File: config.mk
export PLATFORM = sky130hd
export DESIGN_NAME = straight_gen
export DESIGN_NICKNAME = d
export VERILOG_FILES = /design/src/rtl/straight_gen.sv
export SDC_FILE = /design/constraint.sdc
export NUM_CORES = 1
export LEC_CHECK = 0
export BUFFER_PORTS_ARGS = -buffer_cell sky130_fd_sc_hd__clkbuf_2
export CAP_MARGIN = 20
export CORE_MARGIN = 3
export CORE_UTILIZATION = 31
export DETAILED_ROUTE_END_ITERATION = 10
export GPL_TIMING_DRIVEN = 0
export SYNTH_ARGS = -nofsm -noshare
export SYNTH_HDL_FRONTEND = slang
export SYNTH_SLANG_ARGS = --single-unit
File: constraint.sdc
create_clock -name clk -period 3.6 [get_ports clk]
set_clock_uncertainty 0.2 [all_clocks]
set_input_delay 0 -clock clk [delete_from_list [all_inputs] [get_ports clk]]
set_output_delay 0 -clock clk [all_outputs]
set_load 0.02 [all_outputs]
File: src/rtl/straight_gen.sv
// straight_gen: valid/retry producer emitting base, base+stride, ... for a
// programmed number of tokens after a one-cycle start command.
// Optional build macro STRAIGHT_GEN_BUBBLE_EN inserts LFSR-driven bubble
// cycles between tokens; the port list is identical in both builds.
module straight_gen #(
   parameter int Size      = 8,
   parameter int CountBits = 8
) (
   input  logic                 clk,
   input  logic                 reset,
   input  logic                 clear,
   input  logic                 start,
   input  logic [Size-1:0]      cfg_base,
   input  logic [Size-1:0]      cfg_stride,
   input  logic [CountBits-1:0] cfg_count,
   output logic [Size-1:0]      dout,
   output logic                 doutValid,
   input  logic                 doutRetry,
   output logic                 busy,
   output logic                 done,
   output logic [CountBits-1:0] sent
);

   typedef enum logic [1:0] {
      IDLE = 2'd0,
      RUN  = 2'd1,
      DONE = 2'd2
   } state_t;

   localparam logic [CountBits-1:0] CntOne = CountBits'(1);

   state_t               state;
   logic [Size-1:0]      stride;
   logic [CountBits-1:0] remaining;
   logic                 xfer;
   logic                 nextValid;

   assign xfer = doutValid & ~doutRetry;
   assign busy = (state == RUN);

`ifdef STRAIGHT_GEN_BUBBLE_EN
   logic [15:0] lfsr;
   logic        lfsrFb;

   assign lfsrFb = lfsr[0] ^ lfsr[2] ^ lfsr[3] ^ lfsr[5];

   // Free-running 16-bit Fibonacci LFSR (taps 16,14,13,11) picking bubble cycles
   always_ff @(posedge clk or posedge reset) begin
      if (reset) lfsr <= 16'hACE1;
      else       lfsr <= {lfsrFb, lfsr[15:1]};
   end

   // A transfer with lfsr[0] set leaves one idle cycle before the next token
   assign nextValid = ~lfsr[0];
`else
   assign nextValid = 1'b1;
`endif

   // Sequencer: start latch, token advance on transfer, one-cycle done pulse
   always_ff @(posedge clk or posedge reset) begin
      if (reset) begin
         state     <= IDLE;
         dout      <= '0;
         doutValid <= 1'b0;
         done      <= 1'b0;
         sent      <= '0;
         stride    <= '0;
         remaining <= '0;
      end else if (clear) begin
         // clear wins over start and over a same-cycle transfer; sent is kept
         state     <= IDLE;
         doutValid <= 1'b0;
         done      <= 1'b0;
      end else begin
         case (state)
            IDLE: begin
               done <= 1'b0;
               if (start) begin
                  dout      <= cfg_base;
                  stride    <= cfg_stride;
                  remaining <= cfg_count;
                  sent      <= '0;
                  if (cfg_count != '0) begin
                     state     <= RUN;
                     doutValid <= 1'b1;
                  end else begin
                     state <= DONE;
                     done  <= 1'b1;
                  end
               end
            end
            RUN: begin
               if (xfer) begin
                  if (sent != '1) sent <= sent + CntOne;
                  remaining <= remaining - CntOne;
                  if (remaining == CntOne) begin
                     // last token keeps its value on dout after completion
                     state     <= DONE;
                     done      <= 1'b1;
                     doutValid <= 1'b0;
                  end else begin
                     dout      <= dout + stride;
                     doutValid <= nextValid;
                  end
               end else if (!doutValid) begin
                  // bubble cycle ends; present the pending token
                  doutValid <= 1'b1;
               end
            end
            DONE: begin
               done  <= 1'b0;
               state <= IDLE;
            end
            default: begin
               state     <= IDLE;
               doutValid <= 1'b0;
               done      <= 1'b0;
            end
         endcase
      end
   end

endmodule

==> results_dict.tcl, run 1 <==
set metrics [dict create \
    ios 48 \
    rsz0062_at_grt "false" \
    run_status "finished clean" \
    netlist_area_sq_mm 0.00214 \
    place_ws_ns 1.34 \
    synth-main-ff-cell "dfrtp_1" \
    numPortBuffers 47 \
    grt_pass1_wl_mm 9.60 \
    yosysSeqAreaShare_pct 42.1 \
    final.setup.tns_ns 0 \
    max_freq_mhz 369 \
    num_rows 29 \
    synthDistinctLibCells 47 \
    vias 2016 \
    fillers 660 \
    synthTopCellsByArea "dfrtp_1 (42%), ha_1 (5.8%), o21ai_0 (5.8%), a21oi_1 (4.9%), nor2_1 (4.7%)" \
    end_kind "flop" \
    firstDrtPassIters 4 \
    startpoint_type "flop" \
    place.gp.congestion 0.828 \
    grt_max_degree 37 \
    vdd_ir_drop_max_uv 308 \
    reg2reg_depth 6 \
    grt_antenna_before_repair 0 \
    min_period_ns 2.71 \
    min_path_type "input port to flop" \
    routed_wirelength_mm 5.57 \
    final_antenna_net_count 0 \
    start_util_pct 32.8 \
    die_h_um 89.1 \
    hold_violations 0 \
    fin_ws_ns 0.892 \
    drive_gt1_share_pct 21.7 \
    rr_startpoint "remaining[3]$_DFFE_PP0P_" \
    core_area_sq_mm 0.00653 \
    powerDensity_mw_per_mm2 745 \
    final_common_cell "clkbuf_2" \
    ys_ff_latch 36 \
    drc 0 \
    ys_async_sr_fraction_pct 100 \
    numCtsBuffers 5 \
    crit_path_max_fanout 7 \
    setup_viol 0 \
    die_area_sq_mm 0.00794 \
    synth-edff-count 0 \
    yosys.area.top_type "dfrtp_1" \
    cts_tree "done" \
    ctsResizeCount 0 \
    placedCellCount 363 \
    p_leak_uw 0.00130 \
    final_cell_mix "clkbuf_2 (47), dfrtp_1 (36), dlygate4sd3_1 (29), nor2_1 (27), o21ai_0 (25)" \
    dp_hpwl_mm 4.08 \
    slew_viol_final 0 \
    yosys.area.top_type_share_pct 42.1 \
    period_share_pct 75.2 \
    cts_root_buffer "clkbuf_8" \
    final_cells 400 \
    hold_start "doutRetry" \
    clkLatencyLatePin_ns 0.29 \
    ys.warnings.count 0 \
    drt_iter0_markers 120 \
    worst_slew_pin_slew_ns 0.773 \
    startpoint "remaining[3]$_DFFE_PP0P_" \
    fp.dieW_um 89.1 \
    clk_pin_slew_ns 0.07 \
    post_cts_buffers 0 \
    cts.sinks 36 \
    syn_avg_cell_area_sq_um 8.96 \
    cp.arrival_ns 2.68 \
    syn-num-nets 279 \
    grt_pass1_vias 2046 \
    overflow 0 \
    avgRoutedWirePerCell_um 13.9 \
    hold_path_depth 4 \
    critPathKind "flop to flop" \
    groute.usage.overall_pct 15.6 \
    worstPathRequired_ns 3.57 \
    synthCells 239 \
    max-slew-margin-rel_pct 48.4 \
    vias_per_cell 5.04 \
    cts_buffer_depth 2 \
    cts_max_level 2 \
    n_antenna_cell 0 \
    p_total_uw 2130 \
    holdBufCountCts 29 \
    nNetsFinal 362 \
    synthToLayoutAreaGrowth_pct 33.2 \
    cap_violations 0 \
]
## cell families after synthesis
family | share of synthesized area [%]
flip-flops | 42.1
buffers and inverters | 3.62
AO/OA/AOI/OAI | 19.6
AND/OR/NAND/NOR | 21.7
multiplexers | 4.15
adder cells (fa/ha/maj) | 6.78
XOR/XNOR | 2.04
## state kept, by name (all words and copies together), names as in the netlist
name and cells:
doutValid 1, dout 8, done 1, state 2
sent 8, remaining 8, stride 8
## worst max-delay path, stage by stage, from the launching register on
cell           delay, ns
dfrtp_1             0.44
or4_4               0.59
nor4b_4             0.27
a311oi_1            0.20
a21o_2              0.23
nand2b_1            0.13
dlygate4sd3_1       0.55
## power breakdown
| group | internal (uW) | switching [uW] |
|---|---|---|
| sequential | 562 | 151 |
| combinational | 476 | 637 |
| clock | 156 | 145 |
| total | 1200 | 932 |
## layer usage
metal  track usage, %  vias to the layer above  wire length [um]
li1                 -                     1023                 -
met1             21.0                      946              2780
met2             24.6                       42              2460
met3             3.04                        5               271
met4             6.77                        0                58
met5                0                        -                 0
## cell usage after synthesis, types with 2 or more instances
master and instances:
dfrtp_1 36, nor2_1 27, o21ai_0 25, a21oi_1 21, nand2_1 21, ha_1 10
inv_1 9, mux2_2 7, nand2b_1 7, nor3_1 7, clkbuf_1 6, a31oi_1 5
nand3_1 5, xnor2_1 5, nor2b_1 4, a211oi_1 3, and3_1 3, o21a_1 3
a21o_2 2, a22oi_1 2, and4_1 2, buf_2 2, o32ai_1 2, or4_1 2
## path summary, 6_finish.rpt
check | slack (ns) | endpoint
max in group asynchronous | 2.53 | dout[5]$_DFFE_PP0P_
worst min register to register | 0.29 | done$_DFFE_PP0P_
min in group asynchronous | 0.18 | sent[6]$_DFFE_PP0P_
worst max-delay path | 0.89 | doutValid$_DFFE_PP0P_
worst min-delay path | 0.02 | state[0]$_DFFE_PP0P_
worst max register to register | 0.89 | doutValid$_DFFE_PP0P_
## per-stage QoR
| step | area [sq um] | utilization (%) | hold WS, ns |
|---|---|---|---|
| 6_report | 2850 | 43.7 | 0.0182 |
| 5_1_grt | 2850 | 43.7 | 0.0349 |
| 4_1_cts | 2850 | 43.7 | 0.0117 |
| 3_5_place_dp | 2470 | 37.9 | -0.0196 |
| 3_3_place_gp | 2470 | 37.9 | 0.0128 |
| 2_1_floorplan | 2140 | - | -0.0832 |
## layout make-up
cell class / instances / area (sq um) / area share, %
clock buffers: 8 / 90.1 / 3.16
flip-flops and latches: 36 / 901 / 31.6
repair buffers: 76 / 526 / 18.4
multi-input cells: 184 / 1160 / 40.8
plain buffers: 10 / 43.8 / 1.53
well taps: 77 / 96.3 / 3.38
inverters: 9 / 33.8 / 1.18
No activity file was read; power rests on OpenSTA's default activity.
==> inputs of run 2 (changes only) <==
==> constraint.sdc (replaced) <==
create_clock -name clk -period 2.6 [get_ports clk]
set_clock_uncertainty 0.2 [all_clocks]
set_input_delay 0 -clock clk [delete_from_list [all_inputs] [get_ports clk]]
set_output_delay 0 -clock clk [all_outputs]
set_load 0.02 [all_outputs]
==> run 2 against run 1 <==
Critical endpoint is now dout[2]$_DFFE_PP0P_; sequential share of layout area is 0.11 points higher; setup slack worse by 0.55 ns; core utilization is 0.15 points lower.
==> results_dict.tcl, run 2 (synthesis results as in run 1) <==
set metrics [dict create \
    run_status "finished clean" \
    power_frac_comb_pct 52.2 \
    worstPathRequired_ns 2.57 \
    power.clock.fraction_pct 14.2 \
    cp.arrival_ns 2.24 \
    ios 48 \
    powerDensity_mw_per_mm2 1030 \
    post_cts_buffers 0 \
    crit_path_max_incr_delay_ns 0.59 \
    startpoint "remaining[3]$_DFFE_PP0P_" \
    crit_top_cell "a21oi_1" \
    final_util_pct 43.5 \
    vdd_ir_drop_max_uv 426 \
    max-slew-margin-rel_pct 48.7 \
    overflow 0 \
    final.setup.tns_ns 0 \
    grt_max_degree 37 \
    groute.usage.overall_pct 15.6 \
    final_common_cell "clkbuf_2" \
    fin_ws_ns 0.337 \
    drt_iter0_markers 113 \
    synthToLayoutAreaGrowth_pct 32.8 \
    slowest_stage "or4_4" \
    cp_cell_sequence "or4_4, nor4b_4, a21oi_1, buf_4, nor2_1, a21oi_1" \
    numCtsBuffers 5 \
    nNetsFinal 361 \
    num_rows 29 \
    max_freq_mhz 442 \
    drc 0 \
    vias 2023 \
    start_util_pct 32.8 \
    avgRoutedWirePerCell_um 14.0 \
    fp.dieW_um 89.1 \
    die_h_um 89.1 \
    sw_frac_of_total_pct 43.9 \
    grt_antenna_before_repair 0 \
    whs_ns 0.0184 \
    clkLatencyLatePin_ns 0.29 \
    min_period_ns 2.26 \
    cts_root_buffer "clkbuf_8" \
    core_area_sq_mm 0.00653 \
    drive_gt1_share_pct 21.7 \
    rr_startpoint "remaining[3]$_DFFE_PP0P_" \
    period_share_pct 87.0 \
    cts.sinks 36 \
    numPortBuffers 47 \
    dp_hpwl_mm 4.08 \
    power_switching_uw 1290 \
    seq_area_sq_um 901 \
    setup_viol 0 \
    grt_pass1_vias 2039 \
    startpoint_type "flop" \
    cap_violations 0 \
    hold_violations 0 \
    cts_max_level 2 \
    slew_viol_final 0 \
    n_antenna_cell 0 \
    pwr-share-seq_pct 33.6 \
    min_path_type "input port to flop" \
    grt_pass1_wl_mm 9.59 \
    final_antenna_net_count 0 \
    cts_tree "done" \
    routed_wirelength_mm 5.57 \
    p_total_uw 2940 \
    die_area_sq_mm 0.00794 \
    place.gp.congestion 0.828 \
    intPower_uw 1650 \
    p_leak_uw 0.00129 \
    worst_slew_pin_slew_ns 0.769 \
    cts_buffer_depth 2 \
    rsz0062_at_grt "false" \
    final_cell_mix "clkbuf_2 (47), dfrtp_1 (36), dlygate4sd3_1 (28), nor2_1 (27), o21ai_0 (25)" \
    place_ws_ns 0.341 \
    clk_pin_slew_ns 0.07 \
    vias_per_cell 5.07 \
    firstDrtPassIters 4 \
    multiInputGateArea_sq_mm 0.00116 \
    fillers 659 \
    crit_path_max_fanout 10 \
    critPathKind "flop to flop" \
    hold_start "doutRetry" \
    end_kind "flop" \
]
## run 2: changes by cell type in the layout (fill, tap and decap cells not counted), sizes merged
cell and delta:
dlygate4sd3 -1
## run 2: critical path: cells and delay by family (launching register included)
family | cells | cell delay, ns
compound gates | 2 | 0.30
flops | 1 | 0.44
simple gates | 3 | 0.95
buf+inv | 1 | 0.25
## run 2: area by class of cell
cell class	instances	share of cell area [%]
plain buffers	10	1.54
clock buffers	8	3.17
inverters	9	1.19
multi-input cells	184	40.9
flip-flops and latches	36	31.7
well taps	77	3.39
repair buffers	75	18.1
## run 2: what timing repair did
action,4_1_cts,5_1_grt
endpoints found under the hold margin,64,0
resized for setup,0,0
hold buffers,28,0
## run 2: metal layers
metal,up-vias,global-route usage [%],part of all wire (%)
met5,-,0,0
met1,946,21.0,49
li1,1021,-,-
met2,50,24.6,44
met4,0,6.77,1.4
met3,6,3.04,6.0
## run 2: final timing paths
check                                       end  slack, ns  depth (start not counted)
max                         dout[2]$_DFFE_PP0P_       0.34                          6
min                        state[0]$_DFFE_PP0P_       0.02                          4
max reg2reg                 dout[2]$_DFFE_PP0P_       0.34                          6
min reg2reg                    done$_DFFE_PP0P_       0.29                          1
max in group asynchronous   dout[5]$_DFFE_PP0P_       1.53                          3
min in group asynchronous   sent[6]$_DFFE_PP0P_       0.18                          3
## run 2: power groups by stage
| stage | clock network [uW] | logic (uW) | registers, uW |
|---|---|---|---|
| after floorplan | 0 | 1030 | 1050 |
| after global placement | 0 | 1450 | 989 |
| after detailed placement | 0 | 1500 | 999 |
| after CTS | 439 | 1540 | 990 |
| after global routing | 462 | 1740 | 1030 |
| final | 416 | 1530 | 988 |
## run 2: stage by stage
step           instance area (sq um)  cells
2_1_floorplan                   2140    239
3_3_place_gp                    2470    363
3_5_place_dp                    2470    363
4_1_cts                         2840    399
5_1_grt                         2840    399
6_report                        2840    399
